### src/rtl/fifo_byte_reader.sv
// ----------------------------------------------------------------------------
// fifo_byte_reader
//
// Pulls whole words out of a FIFO that has registered read data. Each word is
// sent downstream one byte at a time over a valid/ready byte stream. Bytes go
// out most-significant first by default, or least-significant first when
// MSB_FIRST = 0. A 16-bit counter records how many words have been fully
// transmitted.
//
// Parameters
//   BUF_LENGTH  MSB index of a FIFO word (word width is BUF_LENGTH+1)
//   WORD_BYTES  bytes per FIFO word; BUF_LENGTH+1 must equal 8*WORD_BYTES
//   MSB_FIRST   1: most significant byte first, 0: least significant first
//
// Ports
//   clk         system clock, all state changes on the rising edge
//   rst         asynchronous, active-low reset
//   en          allows new word fetches (looked at in IDLE and at word end)
//   fifo_empty  FIFO empty flag
//   fifo_data   FIFO read data, valid the cycle after an accepted read
//   fifo_rd_en  FIFO read strobe, one single-cycle pulse per word
//   tx_data     byte to downstream
//   tx_valid    tx_data is valid
//   tx_ready    downstream takes the byte when tx_valid && tx_ready at an edge
//   busy        high whenever the reader is not IDLE
//   word_cnt    number of fully transmitted words, wraps at 0xFFFF
// ----------------------------------------------------------------------------
module fifo_byte_reader #(
    parameter int BUF_LENGTH = 31,
    parameter int WORD_BYTES = 4,
    parameter bit MSB_FIRST  = 1'b1
) (
    input  logic                clk,
    input  logic                rst,
    input  logic                en,
    input  logic                fifo_empty,
    input  logic [BUF_LENGTH:0] fifo_data,
    output logic                fifo_rd_en,
    output logic [7:0]          tx_data,
    output logic                tx_valid,
    input  logic                tx_ready,
    output logic                busy,
    output logic [15:0]         word_cnt
);

    localparam int IDX_W = (WORD_BYTES > 1) ? $clog2(WORD_BYTES) : 1;
    localparam logic [IDX_W-1:0] LAST_IDX = IDX_W'(WORD_BYTES - 1);

    localparam logic [1:0] S_IDLE = 2'd0;
    localparam logic [1:0] S_POP  = 2'd1;
    localparam logic [1:0] S_LOAD = 2'd2;
    localparam logic [1:0] S_SEND = 2'd3;

    if ((BUF_LENGTH + 1) != (8 * WORD_BYTES)) begin : g_bad_cfg
        $error("fifo_byte_reader: BUF_LENGTH+1 must equal 8*WORD_BYTES");
    end

    logic [1:0]          state_q, state_d;
    logic [IDX_W-1:0]    idx_q, idx_d;
    logic [BUF_LENGTH:0] word_q, word_d;
    logic [15:0]         word_cnt_q, word_cnt_d;

    logic [IDX_W-1:0]    sel;
    logic [7:0]          byte_sel;
    logic                fetch_ok;

    // A new word is only fetched when enabled and the FIFO has data at the
    // decision edge; this guards both the IDLE exit and the word-end exit.
    assign fetch_ok = en && !fifo_empty;

    always_comb begin
        state_d    = state_q;
        idx_d      = idx_q;
        word_d     = word_q;
        word_cnt_d = word_cnt_q;

        case (state_q)
            S_IDLE: begin
                if (fetch_ok) begin
                    state_d = S_POP;
                end
            end
            S_POP: begin
                state_d = S_LOAD;
            end
            S_LOAD: begin
                // The FIFO presents the popped word during this cycle.
                word_d  = fifo_data;
                idx_d   = '0;
                state_d = S_SEND;
            end
            S_SEND: begin
                if (tx_ready) begin
                    if (idx_q == LAST_IDX) begin
                        word_cnt_d = word_cnt_q + 16'd1;
                        state_d    = fetch_ok ? S_POP : S_IDLE;
                    end else begin
                        idx_d = idx_q + 1'b1;
                    end
                end
            end
            default: begin
                state_d = S_IDLE;
            end
        endcase
    end

    always_ff @(posedge clk or negedge rst) begin
        if (!rst) begin
            state_q    <= S_IDLE;
            idx_q      <= '0;
            word_q     <= '0;
            word_cnt_q <= '0;
        end else begin
            state_q    <= state_d;
            idx_q      <= idx_d;
            word_q     <= word_d;
            word_cnt_q <= word_cnt_d;
        end
    end

    // Byte lane for the current index. With MSB_FIRST the index counts down
    // from the top lane, so index 0 maps to bits [BUF_LENGTH -: 8].
    assign sel = MSB_FIRST ? (LAST_IDX - idx_q) : idx_q;

    always_comb begin
        byte_sel = 8'h00;
        for (int b = 0; b < WORD_BYTES; b++) begin
            if (sel == IDX_W'(b)) begin
                byte_sel = word_q[8*b +: 8];
            end
        end
    end

    // Outputs are Moore-decoded from the state register, so the asynchronous
    // reset clears them immediately. tx_data is gated to 0 outside SEND.
    assign fifo_rd_en = (state_q == S_POP);
    assign tx_valid   = (state_q == S_SEND);
    assign tx_data    = tx_valid ? byte_sel : 8'h00;
    assign busy       = (state_q != S_IDLE);
    assign word_cnt   = word_cnt_q;

endmodule

### config.mk
export PLATFORM = sky130hd
export DESIGN_NAME = fifo_byte_reader
export DESIGN_NICKNAME = d
export VERILOG_FILES = /design/src/rtl/fifo_byte_reader.sv
export SDC_FILE = /design/constraint.sdc
export NUM_CORES = 1
export LEC_CHECK = 0
export CORE_MARGIN = 4
export CORE_UTILIZATION = 44
export DETAILED_ROUTE_END_ITERATION = 16
export HOLD_SLACK_MARGIN = 0.15
export PLACE_DENSITY = 0.76
export SLEW_MARGIN = 20
export SYNTH_ARGS = -nofsm -noshare
export SYNTH_HDL_FRONTEND = slang
export SYNTH_SLANG_ARGS = --single-unit
### constraint.sdc
create_clock -name clk -period 1.66 [get_ports clk]
set_clock_uncertainty 0.1 [all_clocks]
set_input_delay 0.166 -clock clk [delete_from_list [all_inputs] [get_ports clk]]
set_output_delay 0.166 -clock clk [all_outputs]
set_load 0.005 [all_outputs]
==> results.toml <==
[status]
outcome = "finished, violations left"
violations = "setup timing"

[cells_and_area]
fin_util_pct = 72.46
final_cell_mix = "51 x dfrtp_1, 51 x clkdlybuf4s50_1, 22 x mux2_2"
fin_nets = 363
num_antenna_cells = 0
area_delta_synth_final_pct = 60.09
drive_gt1_share_pct = 39.12
postLayoutCellArea_um2 = 3990

[timing]
finalHoldViolCount = 0
max_freq_mhz = 470.6
worstMarginPinSlew_ns = 0.2747
finalCritPeriodShare_pct = 128.0
fin_setup_tns_ns = -3.819
max_slew_margin_pct = 81.69
period_needed_ns = 2.125
finalSetupViolCount = 16
rsz0062_at_grt = "true"
drv_slew = 0
setup_ws_ns = -0.4651

[placement]
io_buffer_count = 63
dpl_cell_area_um2 = 3348
gp_congestion = 0.7590
dpl.hpwl_um = 3966

[yosys]
ys_warn_count = 0
yosys.cell_types.count = 29
ys_ff_latch = 52
synth_nets = 259
avgSynthCellArea_um2 = 11.76
yosysSeqAreaShare_pct = 52.21
syn_inst = 212
synthesis.area_um2 = 2492

[clock_tree]
clkLatencyLatePin_ns = 0.31
htreeDepth = 2
clk_pin_slew_ns = 0.09
cts_tree = "built"
numCtsBuffers = 5
numClockSinks = 52
root_buffer = "clkbuf_8"
cts_buffer_depth = 2

[power]
ir_worst_vdd_mv = 0.7726
p_int_mw = 3.996
leakage_nw = 1.746
switching_power_mw = 2.215
switching_share_pct = 35.66
combPwrFrac_pct = 53.5
power_density_nw_per_um2 = 1557
total_power_mw = 6.211
power_frac_seq_pct = 34.8
p_clk_share_pct = 11.7

[global_routing]
grt_max_degree = 53
grt_use_total_pct = 17.94
antenna_found_initial = 0
grt_pass1_vias = 2002
grt-ovfl-total = 0
grt_pass1_wl_um = 10040

[route]
drt-wirelength-per-cell_um = 17.97
drt-pass1-iter-count = 4
routed_via_density = 5.365
wirelength_um = 6991
drtIter0Drc = 72
drc = 0
vias = 2087
ant_nets = 0

[worst_setup_path]
critical_path_class = "flop to primary output"
cp-start-kind = "flop"
worstPathArrival_ns = 1.86
path_max_fanout = 3
rrSetupSlack_ns = -0.08
rr_startpoint = "idx_q[1]$_DFFE_PN0P_"
r2r-end = "word_cnt[11]$_DFFE_PN0P_"
required_ns = 1.39
reg2reg_depth = 7
end_kind = "primary output"

[floorplanning]
die_x_um = 83.27
die-area_um2 = 6933
die_h_um = 83.27
core_um2 = 5507
rows = 27
start_util_pct = 45.26
io_pins = 64

[flow_run]
cap_violations = 0

[min_path]
hold_class = "input port to asynchronous set/reset pin"
[flip-flops by register name (all words and copies together) (netlist names)]
register  count
state_q       2
word_q       32
word_cnt     16
idx_q         2
[routing by layer]
metal / part of all wire, % / vias up / GRT usage (%)
met4: 1.8 / 0 / 6.835
met5: 0 / - / 0
met2: 51 / 60 / 29.59
met3: 4.7 / 10 / 3.770
met1: 42 / 1063 / 23.13
li1: - / 954 / -
[synth_stat cells]
| library cell | count | share of area [%] |
|---|---|---|
| xor2_1 | 2 | 0.70 |
| nand2_1 | 17 | 2.6 |
| a22oi_1 | 1 | 0.30 |
| ha_1 | 10 | 5.0 |
| a221oi_2 | 2 | 1.2 |
| inv_1 | 14 | 2.1 |
| clkbuf_1 | 4 | 0.60 |
| nand4_4 | 1 | 0.85 |
| buf_4 | 1 | 0.30 |
| and4_1 | 2 | 0.70 |
| a22o_1 | 7 | 2.5 |
| nand4_1 | 2 | 0.50 |
| mux2_2 | 26 | 12 |
| o21ai_0 | 12 | 2.4 |
| buf_2 | 5 | 1.0 |
| nand3b_1 | 2 | 0.60 |
| and4_2 | 1 | 0.40 |
| and3_1 | 1 | 0.25 |
| a221oi_1 | 5 | 1.8 |
| nand2b_1 | 3 | 0.75 |
| nor3_4 | 2 | 1.3 |
| nand3_1 | 12 | 2.4 |
| xnor2_1 | 13 | 4.6 |
| a32oi_1 | 1 | 0.35 |
| nor2_1 | 2 | 0.30 |
| nor2b_1 | 2 | 0.50 |
| a21oi_1 | 8 | 1.6 |
| and2_1 | 2 | 0.50 |
| dfrtp_1 | 52 | 52 |
[per-stage QoR]
stage / setup WS (ns) / std cells / hold WS (ns)
5_1_grt: -0.5487 / 389 / 0.3023
4_1_cts: -0.4998 / 376 / 0.2703
3_5_place_dp: -0.7953 / 355 / 0.08131
3_3_place_gp: -0.6977 / 355 / 0.07930
6_report: -0.4651 / 389 / 0.2732
2_1_floorplan: -0.05178 / 212 / -0.2296
[kinds of logic (layout without fill, tap and decap cells)]
| family | Yosys count | in the layout | share of synthesized area (%) |
|---|---|---|---|
| flip-flops | 52 | 52 | 52.21 |
| AND/OR/NAND/NOR | 49 | 49 | 11.65 |
| AO/OA/AOI/OAI | 36 | 36 | 10.09 |
| buffers and inverters | 24 | 129 | 4.016 |
| adder cells (fa/ha/maj) | 10 | 10 | 5.020 |
| multiplexers | 26 | 26 | 11.75 |
| XOR/XNOR | 15 | 15 | 5.271 |
[cell type report]
| cell class | count | area [µm²] |
|---|---|---|
| clock buffer | 6 | 72.57 |
| fill | 343 | 1516 |
| sequential | 52 | 1303 |
| multi-input combinational | 136 | 1329 |
| tap | 72 | 90.09 |
| inverter | 14 | 62.56 |
| timing repair buffer | 107 | 1117 |
| clock inverter | 2 | 16.27 |
[power groups by stage]
stage	Combinational, mW	Sequential, mW	Clock (mW)
detailed placement	2.32	2.07	0
CTS	2.75	2.08	0.752
global placement	2.26	2.05	0
global route	3.56	2.20	0.795
floorplan	1.38	1.97	0
finish	3.32	2.16	0.727
[critical path, cell delays in order (launching register included)]
cell      delay, ns
dfrtp_1        0.43
buf_6          0.14
ha_4           0.18
buf_16         0.14
a221oi_4       0.28
a21oi_1        0.07
a22o_1         0.18
buf_2          0.13
[how the worst max path moves through the flow]
stage | from | endpoint | slack, ns | depth (start not counted)
2_1_floorplan | idx_q[0]$_DFFE_PN0P_ | tx_data[5] | -0.05 | 8
6_report | idx_q[1]$_DFFE_PN0P_ | tx_data[0] | -0.47 | 7
4_1_cts | idx_q[1]$_DFFE_PN0P_ | tx_data[2] | -0.50 | 7
3_3_place_gp | idx_q[0]$_DFFE_PN0P_ | tx_data[0] | -0.70 | 7
5_1_grt | idx_q[1]$_DFFE_PN0P_ | tx_data[7] | -0.55 | 8
3_5_place_dp | idx_q[0]$_DFFE_PN0P_ | tx_data[2] | -0.80 | 7
[what timing repair did]
item                                    4_1_cts  5_1_grt
endpoints found under the setup margin       20       45
gates cloned                                  2        3
pin swaps                                    21       21
gates resized for setup                      73       38
buffers inserted                             10       12
hold endpoints to repair                     52        0
hold buffers                                  1        0
(Power assumes the default switching activity.)
